[src/rtl/adder_pipe_pkg.sv]
// adder_pipe_pkg: shared constants and helpers for the pipelined adder.
// Mode encodings, chunk sizing and signed saturation limits.
package adder_pipe_pkg;

  localparam logic MODE_ADD = 1'b0;
  localparam logic MODE_ACC = 1'b1;

  // Returns 0 for an illegal split so the top can reject it at elaboration.
  function automatic int chunk_width(input int width, input int stages);
    if (stages <= 0 || (width % stages) != 0) return 0;
    return width / stages;
  endfunction

  function automatic logic [63:0] sat_max(input int width);
    return (64'd1 << (width - 1)) - 64'd1;
  endfunction

  function automatic logic [63:0] sat_min(input int width);
    return 64'd1 << (width - 1);
  endfunction

endpackage

[src/rtl/adder_chunk.sv]
// adder_chunk: combinational W-bit ripple of full-adder cells.
// Ports: a, b, cin in; r, cout, c_msb (carry into bit W-1) out.
module adder_chunk #(
  parameter int W = 4
) (
  input  logic [W-1:0] a,
  input  logic [W-1:0] b,
  input  logic         cin,
  output logic [W-1:0] r,
  output logic         cout,
  output logic         c_msb
);

  logic [W:0] c;

  assign c[0] = cin;

  for (genvar i = 0; i < W; i++) begin : g_fa
    assign r[i]   = a[i] ^ b[i] ^ c[i];
    assign c[i+1] = (a[i] & b[i]) | (c[i] & (a[i] ^ b[i]));
  end

  assign cout  = c[W];
  assign c_msb = c[W-1];

endmodule

[src/rtl/adder_pipe_acc.sv]
// adder_pipe_acc: STAGES-deep pipelined WIDTH-bit adder with accumulator.
// Ports: clk, rst_n; in_valid/in_ready, a, b, cin, mode, acc_clear;
// out_valid/out_ready, sum, cout, overflow.
// Build option: ADDER_PIPE_SAT_EN clamps sum to signed limits on overflow.
module adder_pipe_acc
  import adder_pipe_pkg::*;
#(
  parameter int WIDTH  = 16,
  parameter int STAGES = 4
) (
  input  logic             clk,
  input  logic             rst_n,
  input  logic             in_valid,
  output logic             in_ready,
  input  logic [WIDTH-1:0] a,
  input  logic [WIDTH-1:0] b,
  input  logic             cin,
  input  logic             mode,
  input  logic             acc_clear,
  output logic             out_valid,
  input  logic             out_ready,
  output logic [WIDTH-1:0] sum,
  output logic             cout,
  output logic             overflow
);

  localparam int CHUNK = chunk_width(WIDTH, STAGES);
  localparam int LAST  = STAGES - 1;

  if (CHUNK == 0) begin : g_bad_cfg
    $error("WIDTH must be a non-zero multiple of STAGES");
  end

`ifdef ADDER_PIPE_SAT_EN
  localparam logic [63:0] SMAX64 = sat_max(WIDTH);
  localparam logic [63:0] SMIN64 = sat_min(WIDTH);
  localparam logic [WIDTH-1:0] SMAX = SMAX64[WIDTH-1:0];
  localparam logic [WIDTH-1:0] SMIN = SMIN64[WIDTH-1:0];
`endif

  logic stall, accept, hs, acc_mode;

  logic [WIDTH-1:0] a_q [STAGES];
  logic [WIDTH-1:0] a_d [STAGES];
  logic [WIDTH-1:0] b_q [STAGES];
  logic [WIDTH-1:0] b_d [STAGES];
  logic [WIDTH-1:0] r_q [STAGES];
  logic [WIDTH-1:0] r_d [STAGES];
  logic [STAGES-1:0] c_q, c_d;
  logic [STAGES-1:0] v_q, v_d;
  logic [STAGES-1:0] m_q, m_d;
  logic             ovf_q, ovf_d;
  logic [WIDTH-1:0] acc_q, acc_d;
  logic             busy_q, busy_d;

  logic [WIDTH-1:0] sa [STAGES];
  logic [WIDTH-1:0] sb [STAGES];
  logic [WIDTH-1:0] sr [STAGES];
  logic [STAGES-1:0] sc, sv, sm;

  logic [CHUNK-1:0] cr [STAGES];
  logic [STAGES-1:0] co;
  logic             c_msb;
  logic             ovf_w;
  logic [WIDTH-1:0] last_sum;

  assign stall    = v_q[LAST] && !out_ready;
  assign in_ready = !stall && !busy_q;
  assign accept   = in_valid && in_ready;
  assign acc_mode = (mode == MODE_ACC);
  assign hs       = v_q[LAST] && out_ready;

  // Stage 0 reads the ports; later stages read the previous register.
  always_comb begin
    sa[0] = a;
    sb[0] = acc_mode ? acc_q : b;
    sc[0] = acc_mode ? 1'b0 : cin;
    sr[0] = '0;
    sv[0] = accept;
    sm[0] = acc_mode;
    for (int k = 1; k < STAGES; k++) begin
      sa[k] = a_q[k-1];
      sb[k] = b_q[k-1];
      sc[k] = c_q[k-1];
      sr[k] = r_q[k-1];
      sv[k] = v_q[k-1];
      sm[k] = m_q[k-1];
    end
  end

  for (genvar k = 0; k < STAGES; k++) begin : g_stage
    if (k == LAST) begin : g_top
      adder_chunk #(.W(CHUNK)) u_chunk (
        .a     (sa[k][k*CHUNK +: CHUNK]),
        .b     (sb[k][k*CHUNK +: CHUNK]),
        .cin   (sc[k]),
        .r     (cr[k]),
        .cout  (co[k]),
        .c_msb (c_msb)
      );
    end else begin : g_low
      logic c_msb_unused;
      adder_chunk #(.W(CHUNK)) u_chunk (
        .a     (sa[k][k*CHUNK +: CHUNK]),
        .b     (sb[k][k*CHUNK +: CHUNK]),
        .cin   (sc[k]),
        .r     (cr[k]),
        .cout  (co[k]),
        .c_msb (c_msb_unused)
      );
    end
  end

  // Overflow implies equal operand signs, so a's MSB picks the limit.
  always_comb begin
    ovf_w    = c_msb ^ co[LAST];
    last_sum = sr[LAST];
    last_sum[LAST*CHUNK +: CHUNK] = cr[LAST];
`ifdef ADDER_PIPE_SAT_EN
    if (ovf_w) last_sum = sa[LAST][WIDTH-1] ? SMIN : SMAX;
`endif
  end

  always_comb begin
    for (int k = 0; k < STAGES; k++) begin
      a_d[k] = a_q[k];
      b_d[k] = b_q[k];
      r_d[k] = r_q[k];
      c_d[k] = c_q[k];
      v_d[k] = v_q[k];
      m_d[k] = m_q[k];
      if (!stall) begin
        a_d[k] = sa[k];
        b_d[k] = sb[k];
        c_d[k] = co[k];
        v_d[k] = sv[k];
        m_d[k] = sm[k];
        if (k == LAST) begin
          r_d[k] = last_sum;
        end else begin
          r_d[k] = sr[k];
          r_d[k][k*CHUNK +: CHUNK] = cr[k];
        end
      end
    end
    ovf_d = stall ? ovf_q : ovf_w;
  end

  // Clear is applied last so it wins over a coincident writeback.
  always_comb begin
    acc_d  = acc_q;
    busy_d = busy_q;
    if (hs && m_q[LAST]) begin
      acc_d  = r_q[LAST];
      busy_d = 1'b0;
    end
    if (acc_clear) acc_d = '0;
    if (accept && acc_mode) busy_d = 1'b1;
  end

  always_ff @(posedge clk or negedge rst_n) begin
    if (!rst_n) begin
      for (int k = 0; k < STAGES; k++) begin
        a_q[k] <= '0;
        b_q[k] <= '0;
        r_q[k] <= '0;
      end
      c_q    <= '0;
      v_q    <= '0;
      m_q    <= '0;
      ovf_q  <= 1'b0;
      acc_q  <= '0;
      busy_q <= 1'b0;
    end else begin
      for (int k = 0; k < STAGES; k++) begin
        a_q[k] <= a_d[k];
        b_q[k] <= b_d[k];
        r_q[k] <= r_d[k];
      end
      c_q    <= c_d;
      v_q    <= v_d;
      m_q    <= m_d;
      ovf_q  <= ovf_d;
      acc_q  <= acc_d;
      busy_q <= busy_d;
    end
  end

  assign out_valid = v_q[LAST];
  assign sum       = r_q[LAST];
  assign cout      = c_q[LAST];
  assign overflow  = ovf_q;

endmodule

[config.mk]
export PLATFORM = sky130hd
export DESIGN_NAME = adder_pipe_acc
export DESIGN_NICKNAME = d
export VERILOG_FILES = /design/src/rtl/adder_pipe_pkg.sv /design/src/rtl/adder_chunk.sv /design/src/rtl/adder_pipe_acc.sv
export SDC_FILE = /design/constraint.sdc
export NUM_CORES = 1
export LEC_CHECK = 0
export CAP_MARGIN = 20
export CORE_AREA = 2 2 125 157
export DETAILED_ROUTE_END_ITERATION = 10
export DIE_AREA = 0 0 127 159
export MAX_ROUTING_LAYER = met4
export PLACE_DENSITY = 0.54
export SLEW_MARGIN = 10
export SYNTH_ARGS = -nofsm -noshare
export SYNTH_HDL_FRONTEND = slang
export SYNTH_SLANG_ARGS = --single-unit
[constraint.sdc]
create_clock -name clk -period 2.17 [get_ports clk]
set_clock_uncertainty 0.05 [all_clocks]
set_input_delay 0.434 -clock clk [delete_from_list [all_inputs] [get_ports clk]]
set_output_delay 0.434 -clock clk [all_outputs]
set_load 0.02 [all_outputs]
# Yosys cells after proc, flatten, opt, wreduce, memory -nomap -nowiden
# Cells that the tools add are included.
dict set report word_totals {
  register_bits 166
  out_inout_bits 20
}
dict set report classes {
  bitwise_logic 81
  muxes 6
  n_reduce_logical 11
}
# cell n
set ops {}
lappend ops {{16-bit 2-to-1 mux} 3}
lappend ops {{1-bit bitwise XOR} 33}
lappend ops {{1-bit AND} 32}
lappend ops {{1-bit bitwise OR} 16}
lappend ops {{1-bit logical AND} 6}
lappend ops {{2-bit nonzero test} 2}
lappend ops {{1-bit zero test} 3}
lappend ops {{1-bit 2-to-1 mux} 3}

# Longest topological paths before layout
# Gate-level depths: netlist (run 1).
dict set report logic_depth {
  ltp_word 10
  ltp_mapped 10
  depth_no_buf 9
}

# Cells and area by module
# From an unflattened synthesis (run 1), not the netlist that was laid out.
dict set report hier_totals {
  cells_unflattened 376
  area_unflattened_um2 5631.7
}
# mod n_inst area_each_um2 cells_each seq_area_each_um2
set modules_own_cells {}
lappend modules_own_cells {adder_pipe_acc 1 5191.2 328 2952.8}
lappend modules_own_cells {adder_chunk 4 110.1 12 0.0}

# Least setup slack after synthesis (run 1)
# Ideal clock, no wire load.
dict set report synth_path {
  path_type {input -> register}
  startpoint {input mode}
  endpoint {register r_q[51] (netlist bit)}
  required_time_ns 1.995
  arrival_time_ns 2.351
  setup_ns 0.125
  setup_slack_ns -0.356
  stages 10
  path_cell_list {buf_6 -> buf_6 -> mux2i_1 -> fa_1 -> fa_1 -> inv_1 -> fa_1 -> inv_1 -> fa_1 -> a21oi_1}
}
dict set report synth_between {
  elab_chain_cells 9
}
# element line
set synth_lines {}
lappend synth_lines {{start, declared} adder_pipe_acc.sv:18} ;# input logic mode,
lappend synth_lines {{16-bit 2-to-1 mux} adder_pipe_acc.sv:76} ;# sb[0] = acc_mode ? acc_q : b;
lappend synth_lines {{1-bit bitwise XOR} adder_chunk.sv:20} ;# assign c[i+1] = (a[i] & b[i]) | (c[i] & (a[i] ^ b[i]));
lappend synth_lines {{1-bit AND} adder_chunk.sv:20}
lappend synth_lines {{1-bit bitwise OR} adder_chunk.sv:20}
lappend synth_lines {{1-bit AND} adder_chunk.sv:20}
lappend synth_lines {{1-bit bitwise OR} adder_chunk.sv:20}
lappend synth_lines {{1-bit AND} adder_chunk.sv:20}
lappend synth_lines {{1-bit bitwise OR} adder_chunk.sv:20}
lappend synth_lines {{1-bit bitwise XOR (*)} adder_chunk.sv:19} ;# assign r[i] = a[i] ^ b[i] ^ c[i];
lappend synth_lines {{end signal, assigned by index} adder_pipe_acc.sv:178} ;# r_q[k] <= r_d[k];
lappend synth_lines {{end, declared} adder_pipe_acc.sv:47} ;# logic [WIDTH-1:0] r_q [STAGES];
# Every way passes the cells marked *; elsewhere a longest branch is shown, timed or not.
# A chain may end at the register's enable or synchronous reset.

# Final worst setup path (run 1)
dict set report layout_path {
  startpoint {input a[0]}
  endpoint {register r_q[51] (netlist bit)}
}
dict set report layout_between {
  elab_chain_cells 8
}
# element line
set layout_lines {}
lappend layout_lines {{start, declared} adder_pipe_acc.sv:15} ;# input logic [WIDTH-1:0] a,
lappend layout_lines {{1-bit bitwise XOR} adder_chunk.sv:20}
lappend layout_lines {{1-bit AND} adder_chunk.sv:20}
lappend layout_lines {{1-bit bitwise OR (*)} adder_chunk.sv:20}
lappend layout_lines {{1-bit AND (*)} adder_chunk.sv:20}
lappend layout_lines {{1-bit bitwise OR (*)} adder_chunk.sv:20}
lappend layout_lines {{1-bit AND (*)} adder_chunk.sv:20}
lappend layout_lines {{1-bit bitwise OR (*)} adder_chunk.sv:20}
lappend layout_lines {{1-bit bitwise XOR (*)} adder_chunk.sv:19}
# Marked as above.

==> run_results.csv, run 1 <==
group,metric,value,unit
logic_synthesis,seq_area_frac_synth,53.7,%
clock_tree,clock_sinks,118,
setup_path,cp_num_cells,9,
placed_design,place_area,6250,um^2
clock_tree,cts_hold_buf,0,
sta,worstMarginPinSlew,0.697,ns
floorplanning,die_width,127,um
sta,hold_violations,3,
setup_path,cp_cell_sequence,"clkdlybuf4s50_1 > inv_1 > fa_2 > fa_2 > inv_2 > fa_1 > inv_1 > fa_1 > a21oi_2",
setup_path,critical_path.slowest_cell,"fa_1",
setup_path,reg2reg_from,"c_q[2]",
clock_tree,root_buffer,"clkbuf_16",
floorplanning,start_util,29.5,%
floorplanning,die_y,159,um
placed_design,gp_congestion,0.700,
setup_path,critPathKind,"input pin to flop",
clock_tree,cts_buffers,17,
placed_design,io_buffer_count,58,
setup_path,cp-end-kind,"flop",
route,drt-vias-per-instance,4.38,
power,vdd_ir_drop_max,562,uV
route,ant_nets,0,
power,p_comb_share,31.1,%
floorplanning,num_io_pins,59,
logic_synthesis,synth-edff-count,0,
global_route,grt_util_all_layers,11.9,%
global_route,antenna_found_initial,1,
clock_tree,clk_pin_slew,0.05,ns
power,pwr_density_cell,1360,nW/um^2
floorplanning,num_rows,56,
logic_synthesis,syn_area,5500,um^2
final_layout,drive_above_1_share,38.0,%
logic_synthesis,synth_top_area_share,53.7,%
final_layout,area_delta_synth_final,25.9,%
sta,maxSlewViolCount,0,
placed_design,detailed_place_hpwl,6940,um
clock_tree,clk_latency,0.41,ns
global_route,first_global_vias,3378,
sta,grt_setup_unrepaired,"yes",
outcome,violations,"hold timing, setup timing",
logic_synthesis,yosysUniqueCellTypes,24,
outcome,status,"finished, violations left",
setup_path,cp-start-kind,"input pin",
final_layout,nFillCells,1820,
logic_synthesis,synth_common_cells,"dfrtp_1 (118), mux2_2 (81), nand2b_1 (34)",
power,swShare,29.3,%
sta,fmaxAchievable,452,MHz
power,seqPwrFrac,37.3,%
global_route,grt_pass1_wl,17900,um
sta,setup_ws,-0.0421,ns
clock_tree,cts_max_level,4,
floorplanning,core-area,18600,um^2
sta,fin_crit,2.21,ns
logic_synthesis,synth_top_area_cell,"dfrtp_1",
global_route,grt_max_degree,119,
logic_synthesis,ys_seq_elements,118,
power,p_int,0.00665,W
route,routedWlPerCell,15.8,um
sta,slew_headroom,53.5,%
final_layout,nets,497,
power,clkPwrFrac,31.5,%
logic_synthesis,synthCells,385,
logic_synthesis,synthMostInstantiatedCell,"dfrtp_1",
logic_synthesis,syn_nets,440,
final_layout,seqCellArea,2950,um^2
setup_path,startpoint,"a[0]",
floorplanning,dieArea,20200,um^2
logic_synthesis,yosys-top-cells-area,"dfrtp_1 (54%), mux2_2 (17%), fa_1 (5.8%)",
setup_path,worst-path-buf-inv,4,
final_layout,multi_input_area,2190,um^2
flow_run,maxCapViolCount,0,
logic_synthesis,avgSynthCellArea,14.3,um^2
worst_hold_path,hold_path.class,"input pin to asynchronous set/reset pin",
route,drc,0,
setup_path,cp_max_fo,1,
route,drt-total-wl,10800,um
route,dr.pass1.iters,4,
power,p_leak,3.01,nW
logic_synthesis,ys_warn_count,0,
power,p_switching,0.00276,W
setup_path,worst_ep_required_time,2.41,ns
sta,fin_crit_sh,102,%
clock_tree,clk_path_buf_depth,2,
final_layout,antennaDiodeCount,0,
sta,hold_slack,-0.00387,ns
final_layout,fin_area,6930,um^2
setup_path,crit_family,"adder cells",
setup_path,worst-endpoint-arrival,2.45,ns
sta,setup_viol,3,
route,drtIter0Drc,121,
logic_synthesis,async_flop_share,100,%
clock_tree,cts_tree,"built",
global_route,overflow,0,
logic_synthesis,ys.flop_type,"dfrtp_1",
route,vias,3007,
setup_path,reg2reg_depth,9,
setup_path,slowest_delay,0.49,ns
[routing by layer]
metal	wire length, um	share of wire (%)	GRT usage [%]
met1	4840	45	14.2
met4	217	2.0	4.80
met2	5390	50	19.2
met5	0	0	-
met3	402	3.7	3.29
[metrics by stage]
stage	util (%)	worst slack, ns	cells	TNS (ns)	power (W)
6_report	37.2	-0.0421	687	-0.0818	0.00941
5_1_grt	37.2	-0.111	687	-0.379	0.0100
4_1_cts	37.0	-0.0605	686	-0.147	0.00954
3_5_place_dp	33.5	-0.685	654	-10.88	0.00643
3_3_place_gp	33.5	-0.610	654	-9.77	0.00631
2_1_floorplan	-	-0.261	385	-0.627	0.00561
[path summary, 6_finish.rpt]
path | slack [ns] | end
max | -0.04 | r_q[51]
max reg2reg | -0.03 | overflow
min | -0.004 | a_q[44]
max in group asynchronous | 1.49 | a_q[63]
min in group clk | 0.42 | v_q[3]
min reg2reg | 0.42 | v_q[3]
[kinds of logic after synthesis]
group | share of synthesized area, %
xor gates and xnor gates | 0.159
adders and majority gates | 5.82
AOI/OAI and AO/OA | 1.50
buffers and inverters | 7.64
and+or+nand+nor | 6.55
DFF | 53.7
muxes | 24.7
[worst reg2reg max path, cell delays in order, from the launching register on]
cell and delay (ns):
dfrtp_1 0.39, fa_2 0.22, inv_2 0.04, fa_2 0.33, inv_2 0.07, fa_2 0.21, inv_2 0.04, fa_2 0.34
xnor2_1 0.14, mux2_4 0.26
[power groups by stage]
stage / combinational [W] / clock, W / sequential (W)
global route: 0.00323 / 0.00313 / 0.00364
detailed placement: 0.00288 / 0 / 0.00356
finish: 0.00293 / 0.00297 / 0.00351
floorplan: 0.00218 / 0 / 0.00342
global placement: 0.00278 / 0 / 0.00353
CTS: 0.00297 / 0.00303 / 0.00353
[placed cells by master, fill, tap and decap left out, types with 2 or more instances in the layout]
cell type,count
a21oi_2,4
mux2_1,3
a21oi_1,9
clkbuf_8,2
clkdlybuf4s50_1,53
dlygate4sd2_1,3
mux2_4,13
nor3b_1,13
fa_1,4
buf_12,5
bufinv_16,4
mux2i_1,22
nand2b_4,2
inv_2,10
clkinv_2,5
clkinvlp_4,3
clkbuf_16,17
nand2b_1,33
inv_1,16
fa_2,12
mux2_2,80
dfrtp_1,118
buf_4,13
[cell type report]
class	instances	share of cell area (%)
Timing Repair Buffer	75	11.1
Inverter	26	1.41
Sequential cell	118	42.6
Clock buffer	19	6.54
Clock inverter	13	2.55
Tap cell	232	4.19
Multi-Input combinational cell	204	31.6
[what timing repair did]
action                                  4_1_cts  5_1_grt
gates resized for setup                      21        7
endpoints found under the setup margin        8        7
pin swaps                                     9       10
buffers inserted                              0        1
[flip-flops by register name (all words and copies together), names as in the netlist]
name,cells
a_q,24
acc_q,16
b_q,24
busy_q,1
c_q,4
last_sum,12
m_q,4
overflow,1
r_q,12
sum,16
v_q,4
Note: power is estimated with default switching activity, not from simulation.
==> run 2: changes to the inputs <==
--- a/config.mk
+++ b/config.mk
@@ -7,6 +7,7 @@
 export LEC_CHECK = 0
 export CAP_MARGIN = 20
 export CORE_AREA = 2 2 125 157
+export CTS_CLUSTER_SIZE = 28
 export DETAILED_ROUTE_END_ITERATION = 10
 export DIE_AREA = 0 0 127 159
 export MAX_ROUTING_LAYER = met4
==> results of run 2 <==
No change in the layout: final DEF, timing and power equal those of run 1.
